[config.mk]
export PLATFORM = sky130hd
export DESIGN_NAME = dist_filter
export DESIGN_NICKNAME = d
export VERILOG_FILES = /design/src/rtl/dist_filter_pkg.sv /design/src/rtl/dist_filter_div.sv /design/src/rtl/dist_filter.sv
export SDC_FILE = /design/constraint.sdc
export NUM_CORES = 1
export LEC_CHECK = 0
export ABC_AREA = 1
export CAP_MARGIN = 20
export CORE_ASPECT_RATIO = 1.75
export CORE_UTILIZATION = 43
export CTS_BUF_LIST = sky130_fd_sc_hd__clkbuf_4 sky130_fd_sc_hd__clkbuf_8
export DETAILED_ROUTE_END_ITERATION = 16
export PLACE_DENSITY = 0.61
export SETUP_SLACK_MARGIN = 0.4
export SLEW_MARGIN = 20
export SYNTH_ARGS = -nofsm -noshare
export SYNTH_HDL_FRONTEND = slang
export SYNTH_SLANG_ARGS = --single-unit
[constraint.sdc]
create_clock -name clk_1mhz -period 2.8 [get_ports clk_1mhz]
set_clock_uncertainty 0.05 [all_clocks]
set_input_delay 0.28 -clock clk_1mhz [delete_from_list [all_inputs] [get_ports clk_1mhz]]
set_output_delay 0.28 -clock clk_1mhz [all_outputs]
set_load 0.02 [all_outputs]
[src/rtl/dist_filter_pkg.sv]
// ---------------------------------------------------------------------------
// dist_pkg
// Shared definitions for the ultrasonic distance filter slice.
// Contents:
//   state_t     - filter FSM state encoding
//   US_PER_CM   - echo microseconds per centimetre of distance
//   DIV_ITER    - iterations of the sequential divider (one quotient bit each)
//   DIST_W      - width of the filtered distance output in cm
//   MEAS_W      - width of the raw echo width from the echo timer in us
// ---------------------------------------------------------------------------
package dist_pkg;

  localparam int US_PER_CM = 58;
  localparam int DIV_ITER  = 16;
  localparam int DIST_W    = 10;
  localparam int MEAS_W    = 16;

  typedef enum logic [2:0] {
    ST_IDLE   = 3'd0,
    ST_CHECK  = 3'd1,
    ST_UPDATE = 3'd2,
    ST_DIVIDE = 3'd3,
    ST_OUT    = 3'd4
  } state_t;

endpackage

[src/rtl/dist_filter_div.sv]
// ---------------------------------------------------------------------------
// seq_div16
// Restoring divider by a constant, one quotient bit per clock.
// The first iteration is performed on the same edge that samples i_start,
// working directly on i_dividend, so the full quotient is in o_quotient and
// o_done pulses exactly DIV_ITER cycles after the cycle i_start was high.
// Ports:
//   clk_1mhz    in   block clock
//   nrst        in   asynchronous active-low reset, aborts a divide in flight
//   i_start     in   single-cycle start strobe
//   i_dividend  in   MEAS_W-bit dividend, sampled with i_start
//   o_quotient  out  MEAS_W-bit truncated quotient, valid while o_done is high
//                    and held until the next start
//   o_done      out  single-cycle completion strobe
// ---------------------------------------------------------------------------
module seq_div16
  import dist_pkg::*;
#(
  parameter int DIVISOR = US_PER_CM
)
(
  input  logic              clk_1mhz,
  input  logic              nrst,
  input  logic              i_start,
  input  logic [MEAS_W-1:0] i_dividend,
  output logic [MEAS_W-1:0] o_quotient,
  output logic              o_done
);

  // Partial remainders stay below DIVISOR, so this width always suffices.
  localparam int REM_W = $clog2(DIVISOR) + 1;
  localparam int CNT_W = $clog2(DIV_ITER + 1);
  localparam logic [REM_W:0]   DIV_V  = DIVISOR[REM_W:0];
  localparam logic [CNT_W-1:0] LAST_V = CNT_W'(DIV_ITER - 1);

  logic [REM_W-1:0]  r_rem;
  logic [MEAS_W-1:0] r_quo;
  logic [CNT_W-1:0]  r_cnt;
  logic              r_run;
  logic              r_done;

  logic [REM_W-1:0]  w_rem_src;
  logic [MEAS_W-1:0] w_quo_src;
  logic [REM_W:0]    w_shift;
  logic [REM_W:0]    w_rem_nxt;
  logic              w_ge;

  // One restoring step. r_quo doubles as the dividend shift register: its MSB
  // feeds the remainder and the new quotient bit enters at the LSB.
  always_comb begin
    w_rem_src = i_start ? '0 : r_rem;
    w_quo_src = i_start ? i_dividend : r_quo;
    w_shift   = {w_rem_src, w_quo_src[MEAS_W-1]};
    w_ge      = (w_shift >= DIV_V);
    w_rem_nxt = w_ge ? (w_shift - DIV_V) : w_shift;
  end

  // A start always restarts the divide; otherwise iterate while running.
  always_ff @(posedge clk_1mhz or negedge nrst) begin
    if (!nrst) begin
      r_rem  <= '0;
      r_quo  <= '0;
      r_cnt  <= '0;
      r_run  <= 1'b0;
      r_done <= 1'b0;
    end else begin
      r_done <= 1'b0;
      if (i_start) begin
        r_rem <= w_rem_nxt[REM_W-1:0];
        r_quo <= {w_quo_src[MEAS_W-2:0], w_ge};
        r_cnt <= CNT_W'(1);
        r_run <= 1'b1;
      end else if (r_run) begin
        r_rem <= w_rem_nxt[REM_W-1:0];
        r_quo <= {w_quo_src[MEAS_W-2:0], w_ge};
        r_cnt <= r_cnt + 1'b1;
        if (r_cnt == LAST_V) begin
          r_run  <= 1'b0;
          r_done <= 1'b1;
        end
      end
    end
  end

  assign o_quotient = r_quo;
  assign o_done     = r_done;

endmodule

[src/rtl/dist_filter.sv]
// ---------------------------------------------------------------------------
// dist_filter
// Validates raw echo widths, keeps a moving average over 2^AVG_LOG2 accepted
// samples, converts the average to centimetres and drives a proximity alarm.
// Optional feature: define DIST_FILTER_ALARM_EN to build the hysteresis alarm;
// without it the alarm port is tied low.
// Ports:
//   clk_1mhz    in   1 MHz block clock
//   nrst        in   asynchronous active-low reset
//   meas_valid  in   single-cycle strobe, new raw measurement present
//   meas_us     in   raw echo width in us
//   meas_ovf    in   echo timer overflowed (qualified by meas_valid)
//   dist_cm     out  filtered distance in cm, held between updates
//   dist_valid  out  single-cycle strobe, dist_cm just updated
//   busy        out  high while a measurement is being processed
//   alarm       out  proximity alarm with hysteresis
//   rej_cnt     out  saturating count of rejected measurements
// ---------------------------------------------------------------------------
module dist_filter
  import dist_pkg::*;
#(
  parameter int AVG_LOG2     = 2,
  parameter int MIN_US       = 116,
  parameter int MAX_US       = 23200,
  parameter int ALARM_ON_CM  = 20,
  parameter int ALARM_OFF_CM = 25
)
(
  input  logic              clk_1mhz,
  input  logic              nrst,
  input  logic              meas_valid,
  input  logic [MEAS_W-1:0] meas_us,
  input  logic              meas_ovf,
  output logic [DIST_W-1:0] dist_cm,
  output logic              dist_valid,
  output logic              busy,
  output logic              alarm,
  output logic [7:0]        rej_cnt
);

  localparam int DEPTH = 1 << AVG_LOG2;
  localparam int SUM_W = MEAS_W + AVG_LOG2;
  localparam logic [MEAS_W-1:0] MIN_V = MEAS_W'(MIN_US);
  localparam logic [MEAS_W-1:0] MAX_V = MEAS_W'(MAX_US);

  // The clear threshold must sit above the set threshold or the alarm chatters.
  if (ALARM_OFF_CM <= ALARM_ON_CM) begin : g_bad_thresholds
    $error("dist_filter: ALARM_OFF_CM must be greater than ALARM_ON_CM");
  end

  state_t            r_state;
  logic [MEAS_W-1:0] r_meas;
  logic              r_ovf;
  logic [MEAS_W-1:0] r_ring [DEPTH];
  logic [AVG_LOG2-1:0] r_ptr;
  logic              r_primed;
  logic [SUM_W-1:0]  r_sum;
  logic [DIST_W-1:0] r_dist_cm;
  logic              r_dist_valid;
  logic [7:0]        r_rej_cnt;

  logic              w_reject;
  logic [SUM_W-1:0]  w_sum_next;
  logic              w_div_start;
  logic [MEAS_W-1:0] w_div_q;
  logic              w_div_done;
  logic [DIST_W-1:0] w_dist_new;

  // Sample qualification and the running sum. Before the first accepted
  // sample the ring is considered full of that sample, hence sample<<AVG_LOG2.
  always_comb begin
    w_reject = r_ovf || (r_meas < MIN_V) || (r_meas > MAX_V);
    if (r_primed) begin
      w_sum_next = r_sum + SUM_W'(r_meas) - SUM_W'(r_ring[r_ptr]);
    end else begin
      w_sum_next = {r_meas, {AVG_LOG2{1'b0}}};
    end
  end

  // The divider starts from the freshly computed sum while still in ST_UPDATE,
  // which saves a cycle and lands dist_valid 19 edges after acceptance.
  assign w_div_start = (r_state == ST_UPDATE);

  seq_div16 #(
    .DIVISOR (US_PER_CM)
  ) u_div (
    .clk_1mhz   (clk_1mhz),
    .nrst       (nrst),
    .i_start    (w_div_start),
    .i_dividend (w_sum_next[SUM_W-1:AVG_LOG2]),
    .o_quotient (w_div_q),
    .o_done     (w_div_done)
  );

  // Clip the quotient to the output width.
  assign w_dist_new = (|w_div_q[MEAS_W-1:DIST_W]) ? {DIST_W{1'b1}} : w_div_q[DIST_W-1:0];

  // Ring storage carries no reset; the primed flag decides whether it is used.
  always_ff @(posedge clk_1mhz) begin
    if (r_state == ST_UPDATE) begin
      if (!r_primed) begin
        for (int i = 0; i < DEPTH; i++) begin
          r_ring[i] <= r_meas;
        end
      end else begin
        r_ring[r_ptr] <= r_meas;
      end
    end
  end

  // Main filter FSM. New strobes are only looked at in ST_IDLE, so anything
  // arriving while busy is dropped without touching the latch or rej_cnt.
  always_ff @(posedge clk_1mhz or negedge nrst) begin
    if (!nrst) begin
      r_state      <= ST_IDLE;
      r_meas       <= '0;
      r_ovf        <= 1'b0;
      r_ptr        <= '0;
      r_primed     <= 1'b0;
      r_sum        <= '0;
      r_dist_cm    <= '0;
      r_dist_valid <= 1'b0;
      r_rej_cnt    <= '0;
    end else begin
      r_dist_valid <= 1'b0;
      case (r_state)
        ST_IDLE: begin
          if (meas_valid) begin
            r_meas  <= meas_us;
            r_ovf   <= meas_ovf;
            r_state <= ST_CHECK;
          end
        end
        ST_CHECK: begin
          if (w_reject) begin
            if (r_rej_cnt != 8'hFF) begin
              r_rej_cnt <= r_rej_cnt + 1'b1;
            end
            r_state <= ST_IDLE;
          end else begin
            r_state <= ST_UPDATE;
          end
        end
        ST_UPDATE: begin
          r_sum    <= w_sum_next;
          r_primed <= 1'b1;
          if (r_primed) begin
            r_ptr <= r_ptr + 1'b1;
          end
          r_state <= ST_DIVIDE;
        end
        ST_DIVIDE: begin
          if (w_div_done) begin
            r_state <= ST_OUT;
          end
        end
        ST_OUT: begin
          r_dist_cm    <= w_dist_new;
          r_dist_valid <= 1'b1;
          r_state      <= ST_IDLE;
        end
        default: r_state <= ST_IDLE;
      endcase
    end
  end

`ifdef DIST_FILTER_ALARM_EN
  localparam logic [DIST_W-1:0] ON_V  = DIST_W'(ALARM_ON_CM);
  localparam logic [DIST_W-1:0] OFF_V = DIST_W'(ALARM_OFF_CM);

  logic r_alarm;

  // Hysteresis alarm, evaluated against the distance being published.
  always_ff @(posedge clk_1mhz or negedge nrst) begin
    if (!nrst) begin
      r_alarm <= 1'b0;
    end else if (r_state == ST_OUT) begin
      if (w_dist_new < ON_V) begin
        r_alarm <= 1'b1;
      end else if (w_dist_new >= OFF_V) begin
        r_alarm <= 1'b0;
      end
    end
  end

  assign alarm = r_alarm;
`else
  assign alarm = 1'b0;
`endif

  assign dist_cm    = r_dist_cm;
  assign dist_valid = r_dist_valid;
  assign busy       = (r_state != ST_IDLE);
  assign rej_cnt    = r_rej_cnt;

endmodule

[Word level (Yosys, flattened, before mapping)]
Memories as Yosys holds them, arrays and structs flattened.
Index checks and enable logic that the tools add are counted.
Operators by class
  reduce and logical (&&, ||, !) cells: 11
  shift operators: 0
  divide/modulo/power cells: 0
  bitwise operators: 0
  equality and inequality tests: 8
  $mul: 0
  add/subtract/negate cells: 6
  muxes and demuxes: 31
  order comparisons: 3
Operators by type and width (number)
  two-way mux 16 bit: 4
  two-way mux 7 bit: 4
  adder 18 x 16 -> 18 bit: 1
  two-way mux 18 bit: 1
  subtractor 18 x 16 -> 18 bit: 1
  > comparator 16 x 15 -> 1 bit, second input constant: 1
  less-than comparator 16 x 7 -> 1 bit, second input constant: 1
  OR reduction 16 bit: 1
  two-way mux 1 bit: 14
  one-hot mux 3 bit (4 select lines): 1
  two-way mux 10 bit: 1
  two-way mux 5 bit: 2
  adder 8 x 1 -> 8 bit, second input constant: 1
  >= comparator 8 x 6 -> 1 bit, second input constant: 1
  != test 8 bit, second input constant: 1
  subtractor 7 x 6 -> 7 bit, second input constant: 1
  == test 3 x 2 -> 1 bit, second input constant: 2
  two-way mux 3 bit: 2
  AND reduction 2 bit: 3
  OR reduction 6 bit: 1
  adder 5 x 1 -> 5 bit, second input constant: 1
  == test 5 x 4 -> 1 bit, second input constant: 1
  two-way mux 2 bit: 2
  == test 3 x 1 -> 1 bit, second input constant: 1
  9 further kinds: 10
Storage, ports and cells
  memories kept: 1
  output and inout port bits: 21
  latch bits: 0
  input port bits: 20
  memory bits (read-only): 0
  logic and storage cells: 74
  register bits after elaboration: 90
  bits in writable memories: 64
Memories
  r_ring: depth 4, bits a word 16, read ports 1, clocked after Yosys merged registers in 0, wr ports 4, line dist_filter.sv:54  | logic [MEAS_W-1:0] r_ring [DEPTH];

[Longest topological paths before layout]
  depth in word-level cells: 8
  mapped depth: 21
  depth with buffers taken out: 19

[Modules after synthesis]
A second synthesis with hierarchy kept.
Unflattened totals
  cell total of the unflattened synthesis: 928
  area, all modules: 8315.5 um2
Modules (own cells, without submodules)
  dist_filter: instances 1, sequential area each 3423.3 um2, cells each 759, area each 6785.3 um2
  seq_div16: instances 1, sequential area each 750.7 um2, cells each 169, area each 1530.2 um2

[Worst setup path before layout]
Ideal clock, no wire load.
  path type: register to register
  start point: reg r_ptr[0]
  end point: reg u_div.r_quo[8], in the netlist u_div.o_quotient[8]
  arrival: 2.777 ns
  setup time: 0.120 ns
  period minus slack after synthesis: 2.947 ns
  cell stages (with the launch flop): 18
  buffers on the path: 2
  required time: 2.630 ns
  slack: -0.147 ns
  cells stage by stage: dfrtp_1 > clkbuf_1 > inv_1 > clkbuf_1 > nor2_1 > o22ai_1 > fa_1 > inv_1 > ha_1 > a21oi_1 > nand2_1 > nand2_1 > nand3_1 > or2_0 > nand3_1 > nand3_1 > o21ai_0 > inv_1
Between the ends
  cells in the longest elaborated chain, start to end: 6
RTL lines
  from (decl): line dist_filter.sv:55  | logic [AVG_LOG2-1:0] r_ptr;
  from (signal assigned): line dist_filter.sv:148  | r_ptr <= r_ptr + 1'b1;
  memory read (4 x 16 bit) (*)
  subtractor 18 x 16 -> 18 bit (*): line dist_filter.sv:74  | w_sum_next = r_sum + SUM_W'(r_meas) - SUM_W'(r_ring[r_ptr]);
  two-way mux 18 bit (*): line dist_filter.sv:73  | if (r_primed) begin
  two-way mux 16 bit (*): line dist_filter_div.sv:52  | w_quo_src = i_start ? i_dividend : r_quo;
  two-way mux 16 bit: line dist_filter_div.sv:73  | end else if (r_run) begin
  two-way mux 16 bit (*): line dist_filter_div.sv:68  | if (i_start) begin
  to (signal assigned): line dist_filter_div.sv:70  | r_quo <= {w_quo_src[MEAS_W-2:0], w_ge};
  to (signal assigned): line dist_filter_div.sv:75  | r_quo <= {w_quo_src[MEAS_W-2:0], w_ge};
  to (decl): line dist_filter_div.sv:37  | logic [MEAS_W-1:0] r_quo;
Every way passes the cells marked *; elsewhere a longest branch is shown, timed or not. The select of a mux whose other input is x is not followed.
A chain may end at the register's enable or synchronous reset.

[Worst setup path in the final report]
  start point: reg r_ptr[0]
  end point: reg u_div.r_quo[13], in the netlist u_div.o_quotient[13]
The elaborated chain is that of the path after synthesis.

==> reports/qor.txt <==
Worst r2r src: r_ptr[0]
CTS Root Cell: clkbuf_8
Gr ovfl total: 0
Initial drt markers: 240
Worst setup SP type: register
Crit-path slowest cell: fa_1
Total track usage: 23.13%
Starting Density: 44.17%
Die Width: 105.2 um
Clock Latency Late Sink: 0.48 ns
Endpoints failing setup: 27
Dpl hpwl: 15750 um
Core Rows: 65
Yosys warnings: 0
Setup slack after layout: -0.1768 ns
Leading cell type in the layout, fill and taps excluded: nand2_1
Largest net degree at the start of global routing: 34
First-pass GRT wire length: 33110 um
Crit-path max cell delay: 0.59 ns
Pre-CTS worst setup slack: -0.3680 ns
Max-cap viol count: 0
Cell count after placement: 1220
Num CTS Buffers: 17
Arrival time worst endpoint: 3.35 ns
H-tree depth: 4
Synthesized area: 8010 um2
Post-Layout Cell Count: 1261
Io pins: 41
Initial antenna violation count: 0
CP startpoint: r_ptr[0]
Antenna diode count: 0
Clock sinks: 154
F_max: 0.3359 GHz
WL/cell: 16.81 um
Fraction of the cycle the final worst path needs: 106.3%
Total Wirelength: 21200 um
Flops & latches, synth: 154
R2R depth: 17
Final Slew Violations: 0
Synth Net Count: 937
Avg Vias per Cell: 5.143
Post-Syn Instances: 879
Post-DRT Antenna Nets: 0
Vias in the first global route: 6529
Slew HR: 66.05%
Failing checks: setup timing
CTS Buffer Depth: 2
Layout area overhead: 33.04%
Avg Synthesized Cell Area: 9.113 um2
Slew @ Worst Pin: 0.5087 ns
CTS tree: yes
CP Class: reg2reg
CP Cell Sequence: inv_6 > buf_12 > o21ai_2 > o22ai_2 > fa_1 > inv_2 > ha_4 > buf_4 > a21oi_1 > o21ai_0 > a21oi_2 > nand2_1 > nand2_1 > nand3_2 > nand3_1 > nand2_1 > inv_1
Top cell by count, worst path: nand2_1
Register area share after synthesis: 52.11%
Die span in y: 182.6 um
Gpl congestion: 0.9001
Worst Setup End Kind: register
Port buffer count: 39
CP max FO: 16
WP data required: 3.17 ns
Post-route DRC: 0
Leading cell types in the layout, fill and taps excluded: nand2_1, inv_1, buf_4, dfrtp_1, edfxtp_1
Core area: 18140 um2
Run status: finished, violations left
TritonRoute pass-1 iters: 5
Nets: 1072
Worst setup endpoint: u_div.o_quotient[13]
Hold Violations, Final: 0
RSZ-0062 raised after global routing: true
Min-Delay Path Class: in2async
Die area: 19200 um2
Yosys cell types: 46
Routed via count: 6485
Tmin final: 2.977 ns
Clk slew on worst S/H paths: 0.08 ns
Layout cells sized above 1: 29.41%
RR Endpoint: u_div.o_quotient[13]
Reg2reg setup slack: -0.18 ns
[cells in the mapped netlist, drive strengths merged]
library cell    n  share of area, %
nand2         168               8.4
inv           132               6.2
o21ai          91               6.0
dfrtp          90                28
nor2           85               4.6
edfxtp         64                24
nand3          52               3.3
a21oi          41               2.6
ha             22               3.4
o22ai          22               1.7
fa             16               4.0
clkbuf         14              0.66
buf            12              0.87
o211ai         11               1.0
nor4           10              0.78
nor3            9              0.56
xor2            8              0.87
nand3b          7              0.66
or2             6              0.47
nand4           4              0.31
o21bai          4              0.37
xnor2           3              0.33
a22oi           1             0.094
a31oi           1             0.078
a41oi           1              0.20
and2            1             0.078
clkinv          1             0.047
conb            1             0.047
mux2            1              0.14
o31ai           1             0.094
[flip-flops by register name, summed over array words and instances (netlist names)]
register,flops
r_ring,64
r_sum,18
r_meas,16
u_div.o_quotient,16
dist_cm,10
rej_cnt,8
u_div.r_rem,7
u_div.r_cnt,5
r_state,3
r_ptr,2
dist_valid,1
r_ovf,1
r_primed,1
u_div.o_done,1
u_div.r_run,1
[routing by layer]
metal / vias up / global-route usage (%) / routed length, um
met3: 42 / 4.143 / 522
li1: 3181 / - / -
met5: - / 0 / 0
met4: 0 / 9.127 / 549
met2: 104 / 44.66 / 11890
met1: 3158 / 24.43 / 8231
[timing repair]
action | CTS | global route
endpoints found under the hold margin | 27 | 0
hold buffers | 1 | 0
setup endpoints to repair | 33 | 33
buffers inserted | 4 | 4
pin swaps | 7 | 27
resized for setup | 57 | 92
[worst min-delay path by stage]
stage                            end  startpoint  slack, ns  cells after the start
after floorplan           dist_cm[0]        nrst      -0.07                      0
after detailed placement  rej_cnt[3]        nrst       0.19                      1
after CTS                 rej_cnt[3]        nrst       0.21                      2
after global placement    rej_cnt[3]        nrst       0.18                      1
after global routing      rej_cnt[3]        nrst       0.25                      2
final                     rej_cnt[3]        nrst       0.22                      2
[logic make-up (layout without fill, tap and decap cells)]
logic type,count (synthesis),in the layout,share of synthesized area (%)
AND/OR/NAND/NOR,342,342,19.15
adder cells (fa/ha/maj),38,38,7.435
buffers and inverters,159,307,7.794
XOR/XNOR,11,11,1.203
flip-flops,154,154,52.11
multiplexers,1,1,0.1406
AO/OA/AOI/OAI,173,173,12.12
other,1,1,0.04682
[metrics by stage]
stage / setup TNS [ns] / util [%] / hold slack (ns) / instance area [um2]
2_1_floorplan: 0 / - / -0.06559 / 8339
3_3_place_gp: -5.084 / 52.90 / 0.1850 / 9594
3_5_place_dp: -6.542 / 52.90 / 0.1904 / 9594
4_1_cts: -2.419 / 56.57 / 0.2113 / 10260
5_1_grt: -6.538 / 58.76 / 0.2489 / 10660
6_report: -2.848 / 58.76 / 0.2173 / 10660
[critical path, delay by kind of cell (launching register included)]
kind / cells / cell delay [ns]
adder cells (fa/ha/maj): 2 / 0.83
AND/OR/NAND/NOR: 5 / 0.39
AO/OA/AOI/OAI: 5 / 0.73
buffers and inverters: 5 / 0.44
flip-flops: 1 / 0.47
[cell type report]
| class | count | area (um2) |
|---|---|---|
| clock buffers | 17 | 234.0 |
| clock inverters | 15 | 197.7 |
| fillers | 1581 | 7480 |
| inverters | 133 | 509.2 |
| multi-input cells | 566 | 3973 |
| flip-flops and latches | 154 | 4177 |
| well taps | 234 | 292.8 |
| repair buffers | 142 | 1274 |
Power is left out: the tool's default activity adds up to more than one toggle a clock period on the data nets, which glitch-free logic cannot reach.
